File: src/rtl/popcnt_frame_ctrl.sv
// Frame popcount controller: counts set bits of each accepted word and presents one
// saturating total per frame. Optional POPCNT_MASK_EN adds in_mask_i to gate counted bits.
module popcnt_frame_ctrl #(
  parameter int DATA_W = 128,
  parameter int CNT_W  = 16
) (
  input  logic              clk_i,
  input  logic              rst_i,
  input  logic              in_valid_i,
  output logic              in_ready_o,
  input  logic [DATA_W-1:0] in_data_i,
`ifdef POPCNT_MASK_EN
  input  logic [DATA_W-1:0] in_mask_i,
`endif
  input  logic              in_last_i,
  output logic              out_valid_o,
  input  logic              out_ready_i,
  output logic [CNT_W-1:0]  out_count_o,
  output logic              out_sat_o,
  output logic              busy_o
);

  localparam int PC_W = $clog2(DATA_W + 1);
  localparam logic [CNT_W-1:0] CNT_MAX = '1;

  typedef enum logic [1:0] {
    IDLE  = 2'd0,
    ACCUM = 2'd1,
    DRAIN = 2'd2,
    OUT   = 2'd3
  } state_t;

  state_t            state_reg;
  state_t            state_next;
  logic [PC_W-1:0]   pc_reg;
  logic              pc_valid_reg;
  logic [CNT_W-1:0]  acc_reg;
  logic              sat_reg;

  logic [DATA_W-1:0] count_word;
  logic [PC_W-1:0]   word_pc;
  logic              accept;
  logic              handoff;
  logic [CNT_W:0]    acc_sum;
  logic              acc_ovf;

  // Bits that contribute to the count for the current input word.
  generate
    for (genvar gi = 0; gi < DATA_W; gi++) begin : g_count_bit
`ifdef POPCNT_MASK_EN
      assign count_word[gi] = in_data_i[gi] & in_mask_i[gi];
`else
      assign count_word[gi] = in_data_i[gi];
`endif
    end
  endgenerate

  always_comb begin
    word_pc = '0;
    for (int i = 0; i < DATA_W; i++) begin
      word_pc = word_pc + PC_W'(count_word[i]);
    end
  end

  assign accept  = in_valid_i & in_ready_o;
  assign handoff = out_valid_o & out_ready_i;

  // One extra bit catches overflow; a sticky saturated acc stays pinned at max.
  assign acc_sum = {1'b0, acc_reg} + (CNT_W + 1)'(pc_reg);
  assign acc_ovf = acc_sum[CNT_W];

  always_ff @(posedge clk_i or posedge rst_i) begin
    if (rst_i) begin
      state_reg <= IDLE;
    end else begin
      state_reg <= state_next;
    end
  end

  always_comb begin
    state_next  = state_reg;
    in_ready_o  = 1'b0;
    out_valid_o = 1'b0;
    busy_o      = (state_reg != IDLE);
    case (state_reg)
      IDLE: begin
        in_ready_o = 1'b1;
        if (in_valid_i) begin
          state_next = in_last_i ? DRAIN : ACCUM;
        end
      end
      ACCUM: begin
        in_ready_o = 1'b1;
        if (in_valid_i && in_last_i) begin
          state_next = DRAIN;
        end
      end
      DRAIN: begin
        state_next = OUT;
      end
      OUT: begin
        out_valid_o = 1'b1;
        if (out_ready_i) begin
          state_next = IDLE;
        end
      end
      default: begin
        state_next = IDLE;
      end
    endcase
  end

  always_ff @(posedge clk_i or posedge rst_i) begin
    if (rst_i) begin
      pc_reg       <= '0;
      pc_valid_reg <= 1'b0;
      acc_reg      <= '0;
      sat_reg      <= 1'b0;
    end else begin
      pc_valid_reg <= accept;
      if (accept) begin
        pc_reg <= word_pc;
      end
      if (handoff) begin
        acc_reg <= '0;
        sat_reg <= 1'b0;
      end else if (pc_valid_reg) begin
        if (acc_ovf) begin
          acc_reg <= CNT_MAX;
          sat_reg <= 1'b1;
        end else begin
          acc_reg <= acc_sum[CNT_W-1:0];
        end
      end
    end
  end

  assign out_count_o = out_valid_o ? acc_reg : '0;
  assign out_sat_o   = out_valid_o & sat_reg;

endmodule

File: config.mk
export PLATFORM = sky130hd
export DESIGN_NAME = popcnt_frame_ctrl
export DESIGN_NICKNAME = d
export VERILOG_FILES = /design/src/rtl/popcnt_frame_ctrl.sv
export SDC_FILE = /design/constraint.sdc
export NUM_CORES = 1
export LEC_CHECK = 0
export BUFFER_PORTS_ARGS = -buffer_cell sky130_fd_sc_hd__buf_2
export CAP_MARGIN = 40
export CORE_MARGIN = 2
export CORE_UTILIZATION = 54
export DETAILED_ROUTE_END_ITERATION = 12
export PLACE_DENSITY = 0.83
export SKIP_LAST_GASP = 1
export SLEW_MARGIN = 20
export SYNTH_ARGS = -nofsm -noshare
export SYNTH_HDL_FRONTEND = slang
export SYNTH_SLANG_ARGS = --single-unit
File: constraint.sdc
create_clock -name clk_i -period 2.6 [get_ports clk_i]
set_input_delay 0.13 -clock clk_i [delete_from_list [all_inputs] [get_ports clk_i]]
set_output_delay 0.13 -clock clk_i [all_outputs]
set_load 0.05 [all_outputs]
==> results of run 1 <==
-- layer usage --
layer  GRT usage (%)  vias to the layer above  part of all wire (%)  wire (µm)
li1                -                     1874                     -          -
met4            4.31                        0                  0.91         96
met1            23.7                     1939                    35       3760
met5               0                        -                     0          0
met2            43.2                       90                    60       6380
met3            1.76                        7                   3.4        362
-- path summary, 6_finish.rpt --
| kind | to | slack, ps | cells after the start |
|---|---|---|---|
| setup / recovery | pc_reg[6] | -4010 | 26 |
| hold / removal | sat_reg | 180 | 4 |
| setup reg to reg | acc_reg[6] | 430 | 8 |
| hold reg to reg | sat_reg | 500 | 2 |
| max in group asynchronous | acc_reg[0] | 1590 | 4 |
| min in group asynchronous | state_reg[1] | 480 | 3 |
-- synth_stat cells, types with 4 or more instances --
library cell              instances
sky130_fd_sc_hd__nand3_1          5
sky130_fd_sc_hd__o21ai_1          7
sky130_fd_sc_hd__xor2_1           4
sky130_fd_sc_hd__mux2i_1          8
sky130_fd_sc_hd__dfrtp_1         28
sky130_fd_sc_hd__xnor2_1          9
sky130_fd_sc_hd__nor2_1          13
sky130_fd_sc_hd__o21ai_0         11
sky130_fd_sc_hd__a21oi_1          9
sky130_fd_sc_hd__and2_1          18
sky130_fd_sc_hd__nor3_1           4
sky130_fd_sc_hd__nand2_1         19
sky130_fd_sc_hd__o21ai_2          8
sky130_fd_sc_hd__inv_1          198
sky130_fd_sc_hd__ha_1            37
sky130_fd_sc_hd__fa_1           116
-- timing repair --
item / CTS / global route
resized for setup: 14 / 6
hold endpoints to repair: 16 / 0
buffers inserted: 2 / 3
pin swaps: 8 / 17
hold buffers: 1 / 0
cloned: 0 / 0
endpoints found under the setup margin: 8 / 8
-- cell usage in the layout, fill, tap and decap left out, drive strengths merged, types with 6 or more instances in the layout --
| cell | count |
|---|---|
| buf | 167 |
| fa | 116 |
| o21ai | 26 |
| and2 | 18 |
| xnor2 | 9 |
| nor2 | 13 |
| mux2i | 8 |
| ha | 37 |
| inv | 198 |
| dfrtp | 28 |
| a21oi | 13 |
| nand3 | 6 |
| nand2 | 19 |
-- through the flow --
stage	setup TNS (ps)	utilization [%]
6_report	-29830	67.0
5_1_grt	-31440	67.0
4_1_cts	-29670	66.5
3_5_place_dp	-32390	65.2
3_3_place_gp	-30790	65.0
2_1_floorplan	-28740	-
-- cell families after synthesis --
| group | Yosys count | share of synthesized area [%] |
|---|---|---|
| AOI/OAI and AO/OA | 57 | 7.54 |
| xor gates and xnor gates | 13 | 2.16 |
| buffers and inverters | 205 | 14.9 |
| muxes | 9 | 1.74 |
| and+or+nand+nor | 71 | 7.37 |
| adders and majority gates | 153 | 52.9 |
| DFF | 28 | 13.3 |
-- critical path: cells and delay by family --
family / cells / cell delay [ps]
simple gates: 1 / 50
fa+ha+maj: 12 / 5370
compound gates: 5 / 840
buf+inv: 8 / 400
-- area by class of cell --
type | count | area, µm²
multi-input cells | 303 | 3830
well taps | 133 | 166
fillers | 737 | 3170
inverters | 198 | 743
flip-flops and latches | 28 | 701
clock inverters | 1 | 30.0
clock buffers | 3 | 41.3
repair buffers | 168 | 916
diodes | 1 | 2.50
==> impl_summary.md, run 1 <==
GRT
The number of global-route vias before repair is between 4000 and 5000. The total routing usage reported by global routing is a little over a fifth. The wire length of the first global-routing pass is between 15 and 20 mm. The maximum number of pins on one net before global-route repair is 22. For this run the aggregate overflow at the end of global routing stands at 0.

The initial antenna violation count is 0.

Logic synthesis
The synthesized design contains 28 register bits. The mean instance size in the synthesized netlist is 9.81 µm². After synthesis, the share of flip-flops with an asynchronous set or reset is 100%.

In the post-synthesis netlist, the biggest area contributors are sky130_fd_sc_hd__fa_1, sky130_fd_sc_hd__inv_1, sky130_fd_sc_hd__dfrtp_1, sky130_fd_sc_hd__ha_1, sky130_fd_sc_hd__and2_1. The synthesized design spends more area on one cell type than any other, namely sky130_fd_sc_hd__fa_1. The total nets after synthesis is slightly above 800. The cell area that synthesis handed to floorplanning was around 0.0053 mm². The number of distinct standard cells referenced by the synthesized netlist is 44. The most frequently used flop master after synthesis is sky130_fd_sc_hd__dfrtp_1. The portion of synthesized cell area occupied by the leading cell type is about 44%. The synthesized design contains 0 enable-type register cells.

The post-synthesis instance total is between 500 and 600. Of the synthesized area, sequential elements account for 13.3%. Yosys printed 0 warnings.

Clock tree
The H-tree level count is 1. The root buffer cell chosen for the clock tree is sky130_fd_sc_hd__clkbuf_8. After clock tree synthesis, the clock-pin slew on the worst setup and hold paths is approximately 100 ps. The clock tree from TritonCTS is yes. The clock reaches the later pin of the worst-skew pair after between 200 and 300 ps.

Counting every sink on the clock net gives 28. Clock tree synthesis inserted a total of 3 buffers. The longest clock path from root to sink contains 2 buffers.

Drt
The via density per instance is about 4.7. The remaining design rule violation count is 0. For this block, the routed nets add up to between 10 and 15 mm of wire. After detailed routing, the average wire length per cell comes to 12.7 µm. In this run the remaining antenna-violating nets after routing total 0. The number of iterations in the first detailed-routing pass is 4. The total number of vias is slightly below 4000. For this block, the initial DRC count from the detailed router was between 50 and 60.

Placed design
The placed standard-cell area is ~0.0063 mm². Input and output buffers added on the ports amount to between 150 and 200. OpenSTA, run right after detailed placement, puts the worst setup slack at -4340 ps. Once placement completed, the tool counted placed cells totaling 824.

The detailed placer's ending HPWL is between 9 and 10 mm. The weighted congestion reported at the end of routability-driven placement is between 0.8 and 0.9.

Setup path
The maximum fanout encountered on the critical timing path is 2. The cell repeated most along the worst path is sky130_fd_sc_hd__fa_1. The standard cell with the maximum stage delay on the critical path is sky130_fd_sc_hd__fa_1. The critical path capture point type is a register. The startpoint of the most critical register-to-register path is pc_reg[0].

The critical path data arrival time is approximately 6800 ps. STA puts the critical path data required time at 2790 ps. The delay of the slowest cell on the worst path is 540 ps.

The category of the most critical setup path is input port to register. The sort of element at the start of the critical path is an input port. Tracing the worst setup path back leads to its startpoint at in_data_i[57].

Timing
Setup violations remaining at the end of the flow were counted as 8. The highest achievable clock rate is between 150 and 200 MHz. The tightest hold path in the finished design has a slack of about 180 ps. The count of final hold-check violations is 0.

The routed design could run at a clock period as short as about 6600 ps. Setup repair after global routing could not meet its margin everywhere. On the final layout, the worst clock skew is 8.32 ps.

The final number of max-transition violations is 0. The least setup slack across all paths after layout is -4010 ps. Headroom to the max-slew limit came out at 54.0%. For the pin with the worst max-slew slack, the measured transition is around 690 ps. In the finished design, the share of the clock period the worst path needs comes to 254%.

Floorplan
The die is between 100 and 150 µm wide. Row generation in the floorplan step produced 36 rows. From bottom edge to top edge, the die measures between 100 and 150 µm. The region available for standard cell placement spans approximately 0.0096 mm². The number of ports placed on the die boundary is 153. The initial core utilization is a little over half. The floorplan step defined a die boundary enclosing around 0.011 mm².

Final layout
The fraction of final layout cells sized beyond drive strength 1 is a little under a third. The number of flip-flops under the largest register name is 16. The area of all placed cells without fillers is 0.00643 mm². The number of nets at the end of the flow is 988. The area growth from synthesis to layout is 22.2%.

The final cell count without fillers is 835.

Min path
The hold path startpoint is out_ready_i. The path class of the tightest hold or removal check is input port to register.

Run status
The flow ran to the end, but the final reports show violations. The checks that failed: negative setup slack.

Flow run
Across the run, the number of max-cap violations was 0.
Power of run 1 is left out: the tool's default activity adds up to more than one toggle a clock period on the data nets, which glitch-free logic cannot reach.
==> run 2, diff against run 1 <==
--- a/config.mk
+++ b/config.mk
@@ -5,10 +5,11 @@
 export SDC_FILE = /design/constraint.sdc
 export NUM_CORES = 1
 export LEC_CHECK = 0
+export ABC_AREA = 1
 export BUFFER_PORTS_ARGS = -buffer_cell sky130_fd_sc_hd__buf_2
 export CAP_MARGIN = 40
 export CORE_MARGIN = 2
-export CORE_UTILIZATION = 54
+export CORE_UTILIZATION = 55
 export DETAILED_ROUTE_END_ITERATION = 12
 export PLACE_DENSITY = 0.83
 export SKIP_LAST_GASP = 1
==> run 2 against run 1 <==
Against the previous run:
- the flow still finishes with violations (negative setup slack)
- non-clock buffer count fell by 5
- synthesized area rose by 5.5%
- synthesized cell count up 23%
- clock skew fell by 2.9 ps
- utilization up 1.8 points
- worst hold slack better by 79 ps
- via count up 14%
- die area rose by 3.5%
- count of clock-buffer cells in the layout stayed put
- wire length grew 10%
- cell count grew 14%
==> impl_summary.md, run 2 <==
Timing
Setup violations remaining at the end of the flow were counted as 8. The least setup slack across all paths after layout is -3770 ps. After routing, the total negative slack on setup checks comes to -27780 ps.

The final number of max-transition violations is 0. The clock period minus final worst setup slack is 6370 ps. For the pin with the worst max-slew slack, the measured transition is slightly below 700 ps. The highest achievable clock rate is around 160 MHz.

Measured against its own limit, the worst slew margin works out to 54.4%. Setup repair after global routing could not meet its margin everywhere. The count of final hold-check violations was 0. The tightest hold path in the finished design has a slack of about 260 ps. The ratio of final minimum period to clock period is 245%. On the final layout, the worst clock skew is 5.45 ps.

Clock tree
Clock tree synthesis found a total of 28 sinks. The number of clock buffers added by TritonCTS is 3. After clock tree synthesis, the clock-pin slew on the worst setup and hold paths is about 100 ps. The buffer depth of the longest clock path is 2.

TritonCTS built the clock tree. In this run the number of H-tree levels came out at 1. Clock latency on the worst-skew pair, taken at its later pin, is ~280 ps. The root buffer cell is sky130_fd_sc_hd__clkbuf_8.

Logic synthesis
Yosys instantiated no cell more often than sky130_fd_sc_hd__inv_1. The combined area of all synthesized cells is about 0.0056 mm². The post-synthesis instance total is 660.

The total of warnings raised by yosys is 0. The total nets after synthesis is ~950. The number of enable flip-flop cells after synthesis is 0. The mean instance size in the synthesized netlist is roughly 8.4 µm².

The fraction of registers with async set or reset after synthesis is between 90% and 100%. In this run the biggest area consumer among cell types represents a little over two fifths of the synthesized area. Yosys attributes the largest share of cell area to sky130_fd_sc_hd__fa_1, sky130_fd_sc_hd__inv_1, sky130_fd_sc_hd__dfrtp_1, sky130_fd_sc_hd__ha_1, sky130_fd_sc_hd__nand2_1. The number of storage elements in the synthesis netlist is 28. Among all flip-flop cells after synthesis, the most frequent one is sky130_fd_sc_hd__dfrtp_1. The number of distinct standard cells referenced by the synthesized netlist is 34.

The sequential-to-total area share from yosys stat is about an eighth. The library cell occupying the most area in the post-synthesis netlist is sky130_fd_sc_hd__fa_1. Sorting the synthesized cells by how often they occur yields sky130_fd_sc_hd__inv_1, sky130_fd_sc_hd__nand2_1, sky130_fd_sc_hd__fa_1, sky130_fd_sc_hd__ha_1, sky130_fd_sc_hd__nand3_1.

Drt
In this run, the number of DRC markers left after iteration 0 of detailed routing was 161. Detailed routing inserted a total of 4461 vias. Dividing the detail-routed wire length by the instance count gives between 10 and 15 µm. For this block, the routed nets add up to around 12 mm of wire. The first detailed-routing pass ran for 4 iterations. The number of nets with antenna violations after detailed routing is 0. Using the TritonRoute via totals, the vias-per-cell ratio works out to ~4.7. For this run, design rule violations remaining after detail routing come to 0.

Setup path
The most numerous cell type found on the critical path is sky130_fd_sc_hd__fa_1. The sort of element at the start of the critical path is an input port. The startpoint of the most critical register-to-register path is pc_reg[0]. The critical path data arrival time is approximately 6600 ps. The category of the most critical setup path is input port to register.

The critical path data required time is around 2800 ps. The standard cell with the maximum stage delay on the critical path is sky130_fd_sc_hd__fa_1. The critical path starts at in_data_i[57].

The largest single stage delay on the critical path is between 500 and 600 ps. Of all nets on the critical path, the largest fanout is 2. The critical path capture point type is a register.

Flow run
The max-capacitance violation count is 0.

GRT
The met2 usage in global routing is ~43%. Entering global routing, the biggest net connects 29 pins. In the global route stage, met1 resource usage came out at 24.9%. Across every metal layer, demand over resource in global routing totals 22.3%. The number of global-route vias before repair is approximately 4800. The wire length of the first global-routing pass is between 20 and 25 mm. The remaining global-route overflow is 0. The global routing usage on met3 is 2.57%. The global routing stage identified its most utilized layer as met2.

The initial antenna violation count is 0.

Final layout
The most common cell after layout, fill and taps aside is sky130_fd_sc_hd__inv_1. 0 antenna diodes ended up in the layout. The number of fill cells is roughly 780. The library cells used most frequently in the layout, excluding fill and tap cells, are sky130_fd_sc_hd__inv_1, sky130_fd_sc_hd__buf_2, sky130_fd_sc_hd__nand2_1. The register with the most flip-flops in the layout has 16 of them. The layout overhead on the synthesized area is 21.1%. The post-route netlist has between 20% and 30% of its cells at a drive strength greater than 1. For this run, the post-layout net count is about 1100.

Floorplan
For this configuration, the core starts out at a cell density of a little under three fifths. Row generation in the floorplan step produced 36 rows. In this run the horizontal extent of the chip is about 100 µm. The chip height is around 100 µm.

The number of ports placed on the die boundary is roughly 150. The die area is between 0.01 and 0.015 mm². In this run the standard cell core region covers around 0.0098 mm².

Run status
The checks that failed: negative setup slack. The flow ran to the end, but the final reports show violations.

Placed design
Once detailed placement completed, the half-perimeter wirelength came to 10.3 mm. The congestion estimate from routability-driven global placement came to a little under 0.9. The port buffer count is between 150 and 200. The setup slack after placement is -4100 ps.

Min path
The min-delay analysis places its worst path in the category input port to register. The worst hold path begins at in_last_i.
-- run 2: layout make-up --
class                      instances  area (µm²)  share of cell area [%]
multi-input combinational        381        3980                    59.2
inverter                         246         931                    13.9
timing repair buffer             163         871                    13.0
sequential                        28         701                    10.4
tap                              133         166                    2.48
clock buffer                       3        41.3                   0.615
clock inverter                     1        30.0                   0.447
-- run 2: kinds of logic (layout without fill, tap and decap cells) --
group                      after synthesis  in the layout  share of synthesized area [%]
buffers and inverters                  251            413                           17.2
DFF                                     28             28                           12.6
AOI/OAI and AO/OA                       24             24                           2.66
xor gates and xnor gates                 1              1                          0.158
adders and majority gates              153            153                           50.2
and+or+nand+nor                        203            203                           17.2
-- run 2: worst max-delay path: cells and delay by family --
kind / cells / cell delay (ps)
simple gates: 5 / 610
buf+inv: 8 / 420
fa+ha+maj: 12 / 5420
-- run 2: timing repair --
| item | 4_1_cts | 5_1_grt |
|---|---|---|
| buffers inserted | 1 | 0 |
| hold buffers | 1 | 0 |
| endpoints found under the hold margin | 28 | 0 |
| pin swaps | 11 | 15 |
| resized for setup | 11 | 18 |
| setup endpoints to repair | 8 | 8 |
-- run 2: through the flow --
stage,util [%],cell area [µm²],std cells
finish,68.7,6720,955
global route,68.7,6720,955
detailed placement,67.0,6550,950
CTS,68.4,6680,956
global placement,67.0,6550,950
floorplan,-,5580,660
-- run 2: metal layers --
layer	vias up	part of all wire, %
met5	-	0
met1	2115	37
li1	2185	-
met4	0	3.1
met2	132	56
met3	29	4.5
-- run 2: path summary, 6_finish.rpt --
check                               end  slack (ps)  cells past startpoint
min in group asynchronous   acc_reg[11]         440                      4
setup reg to reg            acc_reg[11]         560                     10
hold / removal             state_reg[0]         260                      5
hold reg to reg               pc_reg[5]         510                      2
max in group asynchronous  pc_valid_reg        1880                      4
setup / recovery              pc_reg[6]       -3770                     25
Power of run 2 is left out for the same reason.
